`config.mk`:
```
export PLATFORM = sky130hd
export DESIGN_NAME = negate_rr_arbiter
export DESIGN_NICKNAME = d
export VERILOG_FILES = /design/src/rtl/negate_rr_arbiter.sv
export SDC_FILE = /design/constraint.sdc
export NUM_CORES = 1
export LEC_CHECK = 0
export CORE_ASPECT_RATIO = 0.5
export CORE_MARGIN = 3
export CORE_UTILIZATION = 48
export DETAILED_ROUTE_END_ITERATION = 12
export DONT_BUFFER_PORTS = 1
export PLACE_DENSITY = 0.62
export SYNTH_ARGS = -nofsm -noshare
export SYNTH_HDL_FRONTEND = slang
export SYNTH_SLANG_ARGS = --single-unit
export TNS_END_PERCENT = 50
```
`constraint.sdc`:
```
create_clock -name clk -period 5.9 [get_ports clk]
set_clock_uncertainty 0.2 [all_clocks]
set_input_delay 1.18 -clock clk [delete_from_list [all_inputs] [get_ports clk]]
set_output_delay 1.18 -clock clk [all_outputs]
set_load 0.03 [all_outputs]
```
`src/rtl/negate_rr_arbiter.sv`:
```
// -----------------------------------------------------------------------------
// negate_rr_arbiter
//   Shares a single WIDTH-bit two's-complement negation datapath among NREQ
//   requesters. A round-robin pointer picks the next requester whenever the
//   one-entry response register is free. The register is free when it is empty,
//   or when it is full and being drained in the same cycle. The result of an
//   accepted operand appears on the response port one cycle after acceptance.
//
// Ports
//   clk        in   rising-edge clock
//   reset      in   synchronous active-high reset
//   req_valid  in   [NREQ]        requester i presents an operand
//   req_data   in   [NREQ*WIDTH]  operand i in bits [i*WIDTH +: WIDTH]
//   req_ready  out  [NREQ]        one-hot (or zero) acceptance this cycle
//   rsp_valid  out  1             response register holds a result
//   rsp_ready  in   1             consumer takes the response this cycle
//   rsp_data   out  [WIDTH]       negated operand
//   rsp_id     out  [IDW]         index of the requester behind rsp_data
//   rsp_ovf    out  1             operand was the most-negative value
//                                 (present only with NEG_OVF_FLAG_EN)
//
// Build option
//   NEG_OVF_FLAG_EN : when defined, adds the rsp_ovf output.
// -----------------------------------------------------------------------------
module negate_rr_arbiter #(
  parameter  int NREQ  = 4,
  parameter  int WIDTH = 16,
  localparam int IDW   = (NREQ > 1) ? $clog2(NREQ) : 1
) (
  input  logic                    clk,
  input  logic                    reset,
  input  logic [NREQ-1:0]         req_valid,
  input  logic [NREQ*WIDTH-1:0]   req_data,
  output logic [NREQ-1:0]         req_ready,
  output logic                    rsp_valid,
  input  logic                    rsp_ready,
  output logic [WIDTH-1:0]        rsp_data,
`ifdef NEG_OVF_FLAG_EN
  output logic                    rsp_ovf,
`endif
  output logic [IDW-1:0]          rsp_id
);

  typedef enum logic {
    ST_EMPTY = 1'b0,
    ST_FULL  = 1'b1
  } slot_state_t;

  slot_state_t      r_state;
  slot_state_t      w_state_nxt;
  logic [IDW-1:0]   r_ptr;
  logic [WIDTH-1:0] r_rsp_data;
  logic [IDW-1:0]   r_rsp_id;
  logic             r_rsp_ovf;

  logic             w_slot_free;
  logic             w_grant;
  logic             w_found;
  logic [IDW-1:0]   w_grant_idx;
  logic [IDW-1:0]   w_scan_idx;
  logic [WIDTH-1:0] w_operand;
  logic [WIDTH-1:0] w_negated;
  logic             w_is_min;

  localparam logic [WIDTH-1:0] MOST_NEG = {1'b1, {(WIDTH-1){1'b0}}};

  // Free slot: empty, or full and being drained this very cycle.
  assign w_slot_free = (r_state == ST_EMPTY) || rsp_ready;

  // Round-robin scan: first pending requester at or after the pointer, wrapping.
  always_comb begin
    w_found     = 1'b0;
    w_grant_idx = '0;
    w_scan_idx  = '0;
    for (int k = 0; k < NREQ; k++) begin
      int j;
      j = int'(r_ptr) + k;
      j = (j >= NREQ) ? (j - NREQ) : j;
      w_scan_idx = IDW'(j);
      if (!w_found && req_valid[w_scan_idx]) begin
        w_found     = 1'b1;
        w_grant_idx = w_scan_idx;
      end else begin
        w_found     = w_found;
      end
    end
  end

  // A grant needs a pending request, a free slot and no reset in progress.
  assign w_grant   = w_found && w_slot_free && !reset;
  assign req_ready = w_grant ? (NREQ'(1) << w_grant_idx) : '0;

  // Operand mux for the granted requester.
  always_comb begin
    w_operand = '0;
    for (int i = 0; i < NREQ; i++) begin
      w_operand = (w_grant_idx == IDW'(i)) ? req_data[i*WIDTH +: WIDTH] : w_operand;
    end
  end

  assign w_negated = ~w_operand + WIDTH'(1);
  assign w_is_min  = (w_operand == MOST_NEG);

  // Slot state register.
  always_ff @(posedge clk) begin
    if (reset) begin
      r_state <= ST_EMPTY;
    end else begin
      r_state <= w_state_nxt;
    end
  end

  // Slot next-state: a grant always refills; a drain without grant empties.
  always_comb begin
    w_state_nxt = r_state;
    case (r_state)
      ST_EMPTY: w_state_nxt = w_grant ? ST_FULL : ST_EMPTY;
      ST_FULL: begin
        if (w_grant) begin
          w_state_nxt = ST_FULL;
        end else if (rsp_ready) begin
          w_state_nxt = ST_EMPTY;
        end else begin
          w_state_nxt = ST_FULL;
        end
      end
      default: w_state_nxt = ST_EMPTY;
    endcase
  end

  // Response payload and priority pointer; payload holds unless a grant loads it.
  always_ff @(posedge clk) begin
    if (reset) begin
      r_rsp_data <= '0;
      r_rsp_id   <= '0;
      r_rsp_ovf  <= 1'b0;
      r_ptr      <= '0;
    end else if (w_grant) begin
      r_rsp_data <= w_negated;
      r_rsp_id   <= w_grant_idx;
      r_rsp_ovf  <= w_is_min;
      r_ptr      <= (w_grant_idx == IDW'(NREQ-1)) ? '0 : (w_grant_idx + IDW'(1));
    end else begin
      r_rsp_data <= r_rsp_data;
      r_rsp_id   <= r_rsp_id;
      r_rsp_ovf  <= r_rsp_ovf;
      r_ptr      <= r_ptr;
    end
  end

  assign rsp_valid = (r_state == ST_FULL);
  assign rsp_data  = r_rsp_data;
  assign rsp_id    = r_rsp_id;

`ifdef NEG_OVF_FLAG_EN
  assign rsp_ovf = r_rsp_ovf;
`else
  // Flag register is only observable when the option is built in.
  logic w_unused_ovf;
  assign w_unused_ovf = r_rsp_ovf;
`endif

endmodule
```
==> impl_metrics.sql <==
INSERT INTO impl_metrics (metric_group, metric, value, unit) VALUES
('synthesis', 'synthCells', '219', ''),
('pwr', 'switchingPower', '0.000339', 'W'),
('critical_path', 'worstSetupStartpointType', 'input port', ''),
('routing', 'routed_wire_length_per_instance', '19.3', 'um'),
('final_layout', 'area.growth.synth_to_final', '2.57', '%'),
('cts', 'cts_tree', 'yes', ''),
('pwr', 'cellLeakagePower', '0.628', 'nW'),
('pwr', 'share_clk_of_total_power', '0.138', ''),
('synthesis', 'synth.area.mux_share', '0.00587', ''),
('grt', 'grt_first_pass_wirelength', '7.47', 'mm'),
('routing', 'dr_total_vias', '1659', ''),
('pwr', 'vdd.ir_drop.worst', '0.169', 'mV'),
('hold_path', 'holdCritStartpoint', 'r_ptr[0]', ''),
('pwr', 'share_comb_of_total_power', '0.492', ''),
('floorplanning', 'top_level_ports', '94', ''),
('cts', 'cts-resized-gates', '0', ''),
('synthesis', 'synth_xor_area_frac', '0.0308', ''),
('cts', 'maximum_clock_path_buffer_count', '2', ''),
('critical_path', 'crit_type', 'in2reg', ''),
('floorplanning', 'dieWidth', '90.3', 'um'),
('grt', 'grt_pass1_vias', '1434', ''),
('grt', 'antenna_violations_before_repair', '0', ''),
('timing', 'layout_worst_path_cycle_share', '0.800', ''),
('critical_path', 'startpoint', 'req_valid[3]', ''),
('grt', 'overflow', '0', ''),
('final_layout', 'final_cell_mix', '32 x sky130_fd_sc_hd__nand2_1, 21 x sky130_fd_sc_hd__dfxtp_1, 15 x sky130_fd_sc_hd__a21oi_1', ''),
('placed_design', 'place.gp.congestion', '0.816', ''),
('synthesis', 'synth_top_family_by_area', 'compound AO/OA/AOI/OAI gates', ''),
('hold_path', 'min_path_type', 'reg2reg', ''),
('pwr', 'cellPowerDensity', '401', 'nW/um^2'),
('placed_design', 'placement.io_buffers', '0', ''),
('timing', 'timing.max_slew.rel_slack', '0.393', ''),
('routing', 'detailedRoute.firstPassIterationCount', '4', ''),
('final_layout', 'antenna-diode-count', '0', ''),
('timing', 'finalMaxSlewViolations', '0', ''),
('synthesis', 'postSynth.asyncResetShare', '0', ''),
('routing', 'routed_wl', '4.99', 'mm'),
('pwr', 'switching_part_of_the_total_power', '0.483', ''),
('synthesis', 'synth_largest_type_area_fraction', '0.246', ''),
('floorplanning', 'die_h', '48.2', 'um'),
('critical_path', 'max_stage_delay', '590', 'ps'),
('critical_path', 'reg2reg_from', 'r_ptr[1]', ''),
('critical_path', 'critical_path_at', '4710', 'ps'),
('placed_design', 'place_worst_setup_slack', '944', 'ps'),
('cts', 'clock-root-buffer', 'sky130_fd_sc_hd__clkbuf_8', ''),
('final_layout', 'post_route_cells_drive_above_1_share', '0.0810', ''),
('placed_design', 'place_hpwl', '4.01', 'mm'),
('cts', 'cts_setup_buffers', '0', ''),
('cts', 'clock_insertion_delay_at_the_later_pin_of_the_skew_report', '270', 'ps'),
('critical_path', 'cp.required', '5890', 'ps'),
('grt', 'track_usage', '0.222', ''),
('floorplanning', 'floorplan.initialDensity', '0.535', ''),
('floorplanning', 'dieArea', '4350', 'um^2'),
('outcome', 'status', 'completed', ''),
('synthesis', 'number_of_flops_mapped_to_enable_cells_by_yosys', '0', ''),
('synthesis', 'post-synth-top-area-cell', 'sky130_fd_sc_hd__dfxtp_1', ''),
('critical_path', 'critical_path_sink_type', 'flop', ''),
('job', 'drv_cap', '0', ''),
('routing', 'drt-initial-drc-count', '163', ''),
('synthesis', 'syn_area_per_cell', '7.79', 'um^2'),
('synthesis', 'post_synthesis_cell_type_count', '46', ''),
('timing', 'finalHoldViolCount', '0', ''),
('final_layout', 'layout.cells.most_common', 'sky130_fd_sc_hd__nand2_1', ''),
('routing', 'vias_per_cell', '6.43', ''),
('floorplanning', 'coreArea', '3190', 'um^2'),
('timing', 'fmax', '212', 'MHz'),
('timing', 'final.setup.tns', '0', 'ps'),
('critical_path', 'path_buf_inv', '2', ''),
('synthesis', 'cell_area_after_technology_mapping', '1710', 'um^2'),
('synthesis', 'yosys_most_used_dff', 'sky130_fd_sc_hd__dfxtp_1', ''),
('synthesis', 'post_synth_adder_cell_area', '0.0367', '');
==> flip-flops by register name, indices dropped and copies added (netlist names) <==
name / count
r_ptr: 2
rsp_id: 2
rsp_valid: 1
rsp_data: 16
==> stage by stage <==
stage	utilization	hold WS, ps	cells	power (W)
floorplan	-	295	219	0.000537
detailed placement	0.534	325	254	0.000603
global route	0.549	372	258	0.000754
finish	0.549	330	258	0.000702
CTS	0.549	335	258	0.000701
global placement	0.534	313	254	0.000595
==> power groups by stage <==
stage	clock [W]	combinational, W	sequential (W)
3_3_place_gp	0	0.000332	0.000262
4_1_cts	0.0000999	0.000341	0.000260
6_report	0.0000970	0.000345	0.000260
3_5_place_dp	0	0.000339	0.000264
5_1_grt	0.000105	0.000386	0.000263
2_1_floorplan	0	0.000282	0.000255
==> worst paths after layout <==
| path | slack, ps | cells past startpoint | to |
|---|---|---|---|
| setup reg to reg | 1640 | 11 | rsp_data[12] |
| hold / removal | 330 | 2 | r_ptr[0] |
| hold reg to reg | 330 | 2 | r_ptr[0] |
| setup / recovery | 1180 | 11 | rsp_data[12] |
==> routing by layer <==
layer	up-vias	track usage	routed length, um
li1	820	-	-
met4	0	0.0426	21
met1	761	0.314	2460
met2	76	0.325	2000
met3	2	0.0847	513
met5	-	0	0
==> cells by family (layout without fill, tap and decap cells) <==
group,after synthesis,in the layout
AOI/OAI and AO/OA,73,73
xor gates and xnor gates,6,6
adders and majority gates,5,5
buffers and inverters,23,14
DFF,21,21
muxes,1,1
and+or+nand+nor,90,90
==> layout make-up <==
type	count	area, um^2
clock buffers	3	41.3
clock inverters	1	7.51
fillers	321	1440
inverters	8	30.0
multi-input cells	175	1180
flip-flops and latches	21	420
well taps	48	60.1
repair buffers	2	15.0
==> worst min-delay path: cells and delay by family (launching register included) <==
family / cells / cell delay, ps
and+or+nand+nor: 1 / 110
AOI/OAI and AO/OA: 1 / 50
DFF: 1 / 330
==> synthesized netlist by cell type (all sizes together), types with 3 or more instances <==
master	instances
nor3b	4
o221ai	3
nand3	5
nand2	32
a221oi	5
a221o	13
a311o	3
a211oi	3
dfxtp	21
nor2b	3
or4	3
o21ai	7
ha	5
inv	8
buf	4
nor3	3
xnor2	4
a222oi	3
a21oi	15
nor2	14
nand2b	3
o22a	11
and2	7
clkbuf	11
nand3b	6
or2	3
(Power assumes the default switching activity.)
